===== src/rtl/dac_arb_pkg.sv =====
// Shared definitions for the DAC arbiter: FSM state encoding and default sizing.
package dac_arb_pkg;

    typedef enum logic [1:0] {
        ST_IDLE  = 2'd0,
        ST_ISSUE = 2'd1,
        ST_WAIT  = 2'd2,
        ST_GAP   = 2'd3
    } state_t;

    localparam int DEF_W_DATA    = 16;
    localparam int DEF_W_CHS     = 3;
    localparam int DEF_N_CHAN    = 8;
    localparam int DEF_T_TIMEOUT = 63;

endpackage


===== src/rtl/dac_arbiter_if.sv =====
// Issue/completion handshake between the DAC arbiter (master) and the DAC controller (slave).
interface dac_arbiter_if
    import dac_arb_pkg::*;
#(
    parameter int W_DATA = DEF_W_DATA,
    parameter int W_CHS  = DEF_W_CHS
) ();

    logic [W_DATA-1:0] data_out;
    logic [W_CHS-1:0]  channel_out;
    logic              data_valid_out;
    logic              dac_done_in;

    modport master (
        output data_out,
        output channel_out,
        output data_valid_out,
        input  dac_done_in
    );

    modport slave (
        input  data_out,
        input  channel_out,
        input  data_valid_out,
        output dac_done_in
    );

endinterface


===== src/rtl/rr_select.sv =====
// Combinational round-robin picker: first pending channel after last_issued, wrapping to 0.
module rr_select #(
    parameter int N_CHAN = 8,
    parameter int W_CHS  = 3
) (
    input  logic [N_CHAN-1:0] pending,
    input  logic [W_CHS-1:0]  last_issued,
    output logic [W_CHS-1:0]  grant,
    output logic              any_pending
);

    // Channels above last_issued get first look, then the search wraps to channel 0.
    always_comb begin
        grant       = '0;
        any_pending = 1'b0;
        for (int k = 0; k < N_CHAN; k++) begin
            if (!any_pending && (k > int'(last_issued)) && pending[k]) begin
                grant       = W_CHS'(k);
                any_pending = 1'b1;
            end
        end
        for (int k = 0; k < N_CHAN; k++) begin
            if (!any_pending && (k <= int'(last_issued)) && pending[k]) begin
                grant       = W_CHS'(k);
                any_pending = 1'b1;
            end
        end
    end

endmodule


===== src/rtl/dac_arbiter.sv =====
// Multi-channel DAC update arbiter with round-robin issue and a done watchdog.
// Optional macro DAC_ARB_DEDUP_EN drops captures equal to the channel's last-issued word.
module dac_arbiter
    import dac_arb_pkg::*;
#(
    parameter int W_DATA    = DEF_W_DATA,
    parameter int W_CHS     = DEF_W_CHS,
    parameter int N_CHAN    = DEF_N_CHAN,
    parameter int T_TIMEOUT = DEF_T_TIMEOUT
) (
    input  logic                     clk_in,
    input  logic                     reset_n_in,
    input  logic [N_CHAN*W_DATA-1:0] data_in,
    input  logic [N_CHAN-1:0]        data_valid_in,
    dac_arbiter_if.master            dac,
    output logic                     busy_out,
    output logic [N_CHAN-1:0]        pending_out,
    output logic                     timeout_out
);

    localparam int W_WD = $clog2(T_TIMEOUT + 1);

    state_t            state_q;
    state_t            state_d;
    logic [N_CHAN-1:0] pending_q;
    logic [N_CHAN-1:0] cap;
    logic [W_DATA-1:0] slot_q [N_CHAN];
    logic [W_CHS-1:0]  last_issued_q;
    logic [W_CHS-1:0]  grant;
    logic [W_CHS-1:0]  channel_q;
    logic [W_DATA-1:0] data_q;
    logic [W_WD-1:0]   wd_cnt_q;
    logic              timeout_q;
    logic              any_pending;
    logic              issue_now;
    logic              wd_expire;

    rr_select #(
        .N_CHAN (N_CHAN),
        .W_CHS  (W_CHS)
    ) u_rr_select (
        .pending     (pending_q),
        .last_issued (last_issued_q),
        .grant       (grant),
        .any_pending (any_pending)
    );

    always_ff @(posedge clk_in or negedge reset_n_in) begin
        if (!reset_n_in) begin
            state_q <= ST_IDLE;
        end else begin
            state_q <= state_d;
        end
    end

    // A done pulse that coincides with the last watchdog cycle counts as a normal completion.
    always_comb begin
        state_d   = state_q;
        issue_now = 1'b0;
        wd_expire = 1'b0;
        case (state_q)
            ST_IDLE: begin
                if (any_pending) begin
                    state_d   = ST_ISSUE;
                    issue_now = 1'b1;
                end
            end
            ST_ISSUE: state_d = ST_WAIT;
            ST_WAIT: begin
                if (dac.dac_done_in) begin
                    state_d = ST_GAP;
                end else if (wd_cnt_q == W_WD'(T_TIMEOUT - 1)) begin
                    wd_expire = 1'b1;
                    state_d   = ST_GAP;
                end
            end
            ST_GAP:  state_d = ST_IDLE;
            default: state_d = ST_IDLE;
        endcase
    end

`ifdef DAC_ARB_DEDUP_EN
    logic [W_DATA-1:0] last_word_q [N_CHAN];

    always_comb begin
        cap = '0;
        for (int k = 0; k < N_CHAN; k++) begin
            cap[k] = data_valid_in[k] && (data_in[k*W_DATA +: W_DATA] != last_word_q[k]);
        end
    end

    always_ff @(posedge clk_in or negedge reset_n_in) begin
        if (!reset_n_in) begin
            for (int k = 0; k < N_CHAN; k++) begin
                last_word_q[k] <= '0;
            end
        end else if (issue_now) begin
            last_word_q[grant] <= slot_q[grant];
        end
    end
`else
    assign cap = data_valid_in;
`endif

    // A capture on the channel being issued wins over the clear, so the new word stays queued.
    always_ff @(posedge clk_in or negedge reset_n_in) begin
        if (!reset_n_in) begin
            pending_q     <= '0;
            data_q        <= '0;
            channel_q     <= '0;
            last_issued_q <= W_CHS'(N_CHAN - 1);
            for (int k = 0; k < N_CHAN; k++) begin
                slot_q[k] <= '0;
            end
        end else begin
            for (int k = 0; k < N_CHAN; k++) begin
                if (cap[k]) begin
                    slot_q[k]    <= data_in[k*W_DATA +: W_DATA];
                    pending_q[k] <= 1'b1;
                end else if (issue_now && (grant == W_CHS'(k))) begin
                    pending_q[k] <= 1'b0;
                end
            end
            if (issue_now) begin
                data_q        <= slot_q[grant];
                channel_q     <= grant;
                last_issued_q <= grant;
            end
        end
    end

    always_ff @(posedge clk_in or negedge reset_n_in) begin
        if (!reset_n_in) begin
            wd_cnt_q  <= '0;
            timeout_q <= 1'b0;
        end else begin
            if (state_q == ST_ISSUE) begin
                wd_cnt_q <= '0;
            end else if (state_q == ST_WAIT) begin
                wd_cnt_q <= wd_cnt_q + W_WD'(1);
            end
            if (wd_expire) begin
                timeout_q <= 1'b1;
            end
        end
    end

    assign dac.data_out       = data_q;
    assign dac.channel_out    = channel_q;
    assign dac.data_valid_out = (state_q == ST_ISSUE);
    assign busy_out           = (state_q != ST_IDLE);
    assign pending_out        = pending_q;
    assign timeout_out        = timeout_q;

endmodule


===== src/flat_wrapper.sv =====
// flat-port wrapper written by rule: the top's interface ports become plain ports
module dac_arbiter_flat import dac_arb_pkg::*;
#(
    parameter int W_DATA    = DEF_W_DATA,
    parameter int W_CHS     = DEF_W_CHS,
    parameter int N_CHAN    = DEF_N_CHAN,
    parameter int T_TIMEOUT = DEF_T_TIMEOUT
)
  (clk_in, reset_n_in, data_in, data_valid_in, busy_out, pending_out, timeout_out, dac_data_out, dac_channel_out, dac_data_valid_out, dac_dac_done_in);
  dac_arbiter_if #(.W_DATA(W_DATA), .W_CHS(W_CHS)) dac_i ();
  input  logic clk_in;
  input  logic reset_n_in;
  input  logic [N_CHAN*W_DATA-1:0] data_in;
  input  logic [N_CHAN-1:0] data_valid_in;
  output logic busy_out;
  output logic [N_CHAN-1:0] pending_out;
  output logic timeout_out;
  output wire logic [$bits(dac_i.data_out)-1:0] dac_data_out;
  output wire logic [$bits(dac_i.channel_out)-1:0] dac_channel_out;
  output wire logic [$bits(dac_i.data_valid_out)-1:0] dac_data_valid_out;
  input wire logic [$bits(dac_i.dac_done_in)-1:0] dac_dac_done_in;
  assign dac_data_out = dac_i.data_out;
  assign dac_channel_out = dac_i.channel_out;
  assign dac_data_valid_out = dac_i.data_valid_out;
  assign dac_i.dac_done_in = dac_dac_done_in;
  dac_arbiter #(.W_DATA(W_DATA), .W_CHS(W_CHS), .N_CHAN(N_CHAN), .T_TIMEOUT(T_TIMEOUT)) u_core (.clk_in(clk_in), .reset_n_in(reset_n_in), .data_in(data_in), .data_valid_in(data_valid_in), .dac(dac_i), .busy_out(busy_out), .pending_out(pending_out), .timeout_out(timeout_out));
endmodule

===== config.mk =====
export PLATFORM = sky130hd
export DESIGN_NAME = dac_arbiter_flat
export DESIGN_NICKNAME = d
export VERILOG_FILES = /design/src/rtl/dac_arb_pkg.sv /design/src/rtl/dac_arbiter_if.sv /design/src/rtl/rr_select.sv /design/src/rtl/dac_arbiter.sv /design/src/flat_wrapper.sv
export SDC_FILE = /design/constraint.sdc
export NUM_CORES = 1
export LEC_CHECK = 0
export CELL_PAD_IN_SITES_DETAIL_PLACEMENT = 1
export CELL_PAD_IN_SITES_GLOBAL_PLACEMENT = 1
export CORE_MARGIN = 2
export CORE_UTILIZATION = 41
export CTS_CLUSTER_DIAMETER = 150
export DETAILED_ROUTE_END_ITERATION = 6
export HOLD_SLACK_MARGIN = 0.1
export PLACE_DENSITY = 0.88
export SLEW_MARGIN = 20
export SYNTH_ARGS = -nofsm -noshare
export SYNTH_HDL_FRONTEND = slang
export SYNTH_SLANG_ARGS = --single-unit

===== constraint.sdc =====
create_clock -name clk_in -period 3.3 [get_ports clk_in]
set_input_delay 0.495 -clock clk_in [delete_from_list [all_inputs] [get_ports clk_in]]
set_output_delay 0.495 -clock clk_in [all_outputs]
set_load 0.03 [all_outputs]

Word level (Yosys, flattened, before mapping) --
Index checks and enable logic that the tools add are counted. W data, S select, Z words.
Word-level totals: register bits 167, latch bits 0, bits of input ports 139, bits in read-only memories 0, output and inout port bits 30, bits in writable memories 0, memories kept 0, logic and storage cells 175
Cells by class: equality and inequality tests 13, multipliers 0, reduce and logical (&&, ||, !) cells 63, bitwise logic cells 1, shift-type cells 0, add/subtract/negate cells 1, multiplexer cells 60, order comparisons 15, div/mod/pow operators 0
Operators with widths (number):
- $bmux W16 S3 | 1
- $mux W3 | 13
- $mux W1 | 37
- $logic_and A1 B1 Y1 | 36
- $mux W16 | 2
- $reduce_bool A2 Y1 | 10
- $logic_not A1 Y1 | 14
- $eq A3 B3 Y1 const B | 4
- $gt A3 B3 Y1 const A | 4
- $le A3 B3 Y1 const A | 4
- $mux W6 | 2
- $mux W2 | 4
- $pmux W2 S4 | 1
- $add A6 B1 Y6 const B | 1
- $eq A3 B2 Y1 const B | 2
- $eq A6 B6 Y1 const B | 1
- $gt A2 B3 Y1 const A | 2
- $le A2 B3 Y1 const A | 2
- $eq A2 B2 Y1 const B | 2
- $ge A4 B4 Y1 const B | 1
- $not A3 Y4 | 1
- $eq A3 B1 Y1 const B | 1
- $gt A1 B3 Y1 const A | 1
- $le A1 B3 Y1 const A | 1
- other kinds (6) | 6

Longest topological paths before layout --
depth after elaboration 63, mapped depth 12, mapped depth without buffers 8

Hierarchy --
From an unflattened synthesis, not the netlist that was laid out.
Unflattened totals: cells, all modules 625, area, all modules 7957.6 µm²
Modules (own cells, without submodules):
- dac_arbiter | area each 7500.9 µm², seq. area each 4182.8 µm², cells each 554, instances 1
- rr_select | area each 456.7 µm², seq. area each 0.0 µm², cells each 71, instances 1

Least setup slack after synthesis --
Ideal clock, no wire load.
kind reg2reg, start register u_core.pending_q[3] (netlist: u_core.pending_out[3]), end register u_core.pending_q[6] (netlist: u_core.pending_out[6]), cell stages (with the launch flop) 12, required time 3.182 ns, arrival time 2.705 ns, setup slack 0.477 ns, path buffers 3, library setup time 0.118 ns, period minus slack after synthesis 2.823 ns, cells stage by stage dfrtp_1 > buf_2 > o21bai_1 > nor4b_1 > a32o_1 > a311o_1 > nor3_2 > and2_1 > buf_4 > buf_6 > nand2_1 > a21o_1
On the way: word-level cells in the longest chain between the ends 53, elaborated cells on any way between the ends 67, those cells by class eq/ne: 1; mux: 28; reduce/logical: 38
Ends and longest elaborated chain:
- start: declaration | line dac_arbiter.sv:25 | logic [N_CHAN-1:0] pending_q;
- start signal: assignment | line dac_arbiter.sv:108 | pending_q <= '0;
- start signal: indexed assignment | line dac_arbiter.sv:119 | pending_q[k] <= 1'b1;
- start signal: indexed assignment | line dac_arbiter.sv:121 | pending_q[k] <= 1'b0;
- $logic_and A1 B1 Y1 | line rr_select.sv:17 | if (!any_pending && (k > int'(last_issued)) && pending[k]) begin
- $mux W1 | line rr_select.sv:17
- $logic_not A1 Y1 | line rr_select.sv:17
- $logic_and A1 B1 Y1 (2 in series) | line rr_select.sv:17
- $mux W1 | line rr_select.sv:17
- $logic_not A1 Y1 | line rr_select.sv:17
- $logic_and A1 B1 Y1 (2 in series) | line rr_select.sv:17
- $mux W1 | line rr_select.sv:17
- (+34 left out)
- $mux W1 | line rr_select.sv:23 | if (!any_pending && (k <= int'(last_issued)) && pending[k]) begin
- $logic_not A1 Y1 | line rr_select.sv:23
- $logic_and A1 B1 Y1 (2 in series) | line rr_select.sv:23
- $mux W1 | line rr_select.sv:23
- $mux W1 | line dac_arbiter.sv:63 | if (any_pending) begin
- $mux W1 | line dac_arbiter.sv:61 | case (state_q)
- $logic_and A1 B1 Y1 (*) | line dac_arbiter.sv:120 | end else if (issue_now && (grant == W_CHS'(k))) begin
- $reduce_bool A2 Y1 (no line) (*)
Every way passes the cells marked *; elsewhere a longest branch is shown, timed or not. A chain may end at the register's enable or synchronous reset.

Worst setup path in the final report --
start register u_core.last_issued_q[0], end register u_core.data_q[0] (netlist: u_core.dac.data_out[0])
On the way: word-level cells in the longest chain between the ends 62, elaborated cells on any way between the ends 92, those cells by class order compare: 14; mux: 35; bitwise: 1; reduce/logical: 42
Ends and longest elaborated chain:
- start: declaration | line dac_arbiter.sv:28 | logic [W_CHS-1:0] last_issued_q;
- start signal: assignment | line dac_arbiter.sv:111 | last_issued_q <= W_CHS'(N_CHAN - 1);
- start signal: assignment | line dac_arbiter.sv:127 | last_issued_q <= grant;
- $gt A1 B3 Y1 | line rr_select.sv:17
- $logic_and A1 B1 Y1 | line rr_select.sv:17
- $mux W1 | line rr_select.sv:17
- $logic_not A1 Y1 | line rr_select.sv:17
- $logic_and A1 B1 Y1 (2 in series) | line rr_select.sv:17
- $mux W1 | line rr_select.sv:17
- $logic_not A1 Y1 | line rr_select.sv:17
- $logic_and A1 B1 Y1 (2 in series) | line rr_select.sv:17
- (+41 left out)
- $logic_and A1 B1 Y1 (2 in series) | line rr_select.sv:23
- $mux W1 | line rr_select.sv:23
- $logic_not A1 Y1 | line rr_select.sv:23
- $logic_and A1 B1 Y1 (2 in series) | line rr_select.sv:23
- $mux W3 | line rr_select.sv:23
- $not A3 Y4 (not written as such) | line dac_arbiter.sv:125 | data_q <= slot_q[grant];
- $bmux W16 S3 | line dac_arbiter.sv:125
- $mux W16 (not written as such) (2 in series) | line dac_arbiter.sv:125
- end signal: assignment | line dac_arbiter.sv:125
- end: declaration | line dac_arbiter.sv:31 | logic [W_DATA-1:0] data_q;
Parallel ways exist; a longest one is shown, timed or not. The select of a mux whose other input is x is not followed.

==> metrics <==
routed vias 5,905; fill count 1,861; Placed Instances 1,007; placed cell area 9920 µm²; headroom to the max-slew limit 35.2%; Worst Path Max Fanout 16; Synth Area per Inst 13.2 µm²; final net count 925; Power Density 928 nW/µm²; gr usage total 25.9%; Slew Limit Fails 0; outcome complete, no violations; final worst setup slack 148 ps; Worst Hold Class in -> async; period utilisation layout 95.5%; Max Clk Rate 317 MHz; Synth cell types 58; Clock transition at path regs 70 ps; RSZ-0062 raised after global routing no; first-pass GRT wire length 39,400 µm; Storage cell area 4180 µm²; HPWL after detailed placement 18,700 µm; GRT overflow 0; final setup fails 0; CTS sink cnt 167; Die Ht 143 µm; Finished Layout Cells 1,053; Initial Util 42.2%; Mapped Cells 601; Netlist Area Pre-Place 7940 µm²; largest net degree at the start of global routing 83; fin crit period 3150 ps; vias in the first global route 6,620; Final Instance Area 10,600 µm²; P_leak 4.45 nW; CTS tree yes; Fin. Hold Viols 0; skew final 14.5 ps; nature of the critical path endpoint flop; area grow syn2layout 34.1%; Critical Path AT 3460 ps; Bufs on Longest Clock Path 2; Placer Congestion 0.890; worst slew pin tran 970 ps; maxcap violations 0; DRC violation total after the first TritonRoute iteration 426; register bit total from synthesis 167; num rows 50; Die ar. 20,500 µm²; Detail Route Antenna Nets 0; dpl ws 21.0 ps; DIE WIDTH 143 µm; area of the multi-input gates 3520 µm²; I/O Pins 169; htree depth 4; WL/cell 24.2 µm; asr flop ratio synth 100%; DRC viols 0; Min Hold Slack 110 ps; register area share after synthesis 52.7%; total CTS buffers 17; Final Core Density 56.6%; Via density 5.61; Worst VDD drop 0.528 mV; WP data required 3600 ps; startpoint types flop; Power Total 9.89 mW; First-pass DRT Iterations 4; synth warn 0; Core Box Area 18,800 µm²; CTS root buf clkbuf_16; layout cells sized above 1 30.3%; Clock Latency Late Sink 440 ps; n_diodes 0; initial antenna violation count 0; Main synth FF type dfrtp_1; total wire length 25,500 µm; CTS Hold Bufs 0; port bufs 168; setup TNS 0 ps; Crit Path Category reg -> reg; number of synthesized flops with an enable pin 0; Synthesized Nets 745
-- registers in the layout, indices dropped and copies added, names as in the netlist --
register / flops
u_core.dac.data_out: 16
u_core.dac.channel_out: 3
u_core.wd_cnt_q: 6
u_core.last_issued_q: 3
u_core.state_q: 2
u_core.timeout_out: 1
u_core.pending_out: 8
u_core.slot_q: 128
-- synthesized netlist by cell type (12+ instances only) --
cell type	number	area share, %
a221oi_2	15	2.8
a2bb2oi_1	16	1.8
nand2_1	12	0.57
mux2_2	131	19
clkbuf_1	22	1.0
and3_1	19	1.5
inv_1	13	0.61
a21oi_1	12	0.76
o211ai_1	17	1.6
nor2_1	22	1.0
a32oi_1	16	1.8
mux2i_1	17	2.1
dfrtp_1	164	52
-- kinds of logic (layout without fill, tap and decap cells) --
family,after synthesis,in the layout,share of synthesized area [%]
muxes,163,163,23.3
buffers and inverters,55,247,3.47
and+or+nand+nor,93,93,7.25
DFF,167,167,52.7
adders and majority gates,5,5,0.788
AOI/OAI and AO/OA,118,118,12.5
-- timing repair --
action,CTS,global route
resized for setup,1,1
pin swaps,2,4
endpoints found under the setup margin,4,13
buffers inserted,3,12
-- report_power, final --
part           total (mW)  leakage, nW  internal (mW)  switching (mW)
Clock                2.03        0.293           1.13           0.899
Sequential           2.88         1.94           2.46           0.421
Combinational        4.98         2.22           2.28            2.70
-- metal layers --
layer / global-route usage [%] / up-vias / share of wire (%)
li1: - / 2602 / -
met1: 32.5 / 3070 / 41
met5: 0 / - / 0
met3: 4.66 / 44 / 4.6
met2: 45.0 / 189 / 52
met4: 9.33 / 0 / 2.5
-- layout by cell type, fill, tap and decap left out, drive strengths merged, types with 5 or more instances in the layout --
cell type	n
clkdlybuf4s50	167
dfrtp	164
mux2	146
buf	36
nor2	24
inv	21
and3	19
a221oi	18
o211ai	17
mux2i	17
clkbuf	17
a32oi	16
a2bb2oi	16
a21oi	13
nand2	12
o21ai	11
a21o	7
nand3	7
nand2b	5
ha	5
nor3b	5
nor3	5
-- worst paths after layout --
path / start / end / slack, ps / cells after the start
min in group clk_in: u_core.timeout_out / u_core.timeout_out / 490 / 1
min: reset_n_in / u_core.slot_q[38] / 110 / 1
max reg2reg: u_core.last_issued_q[0] / u_core.dac.data_out[0] / 150 / 10
max in group asynchronous: reset_n_in / u_core.last_issued_q[0] / 2300 / 2
max: u_core.last_issued_q[0] / u_core.dac.data_out[0] / 150 / 10
min reg2reg: u_core.timeout_out / u_core.timeout_out / 490 / 1
-- final cells by class --
type / count / share of cell area (%)
clock buffers: 17 / 3.99
clock inverters: 14 / 1.53
inverters: 13 / 0.458
multi-input cells: 379 / 33.1
flip-flops and latches: 167 / 39.3
well taps: 260 / 3.05
repair buffers: 203 / 18.6
-- worst max-delay path, cell delays in order (launching register included) --
cell,delay [ps]
dfstp_2,450
or4_1,530
a31oi_1,220
nand4_2,270
nor4_4,340
buf_4,180
nor2_4,70
buf_4,190
mux2_1,350
a221oi_2,290
o211ai_1,120
(Power assumes the default switching activity.)
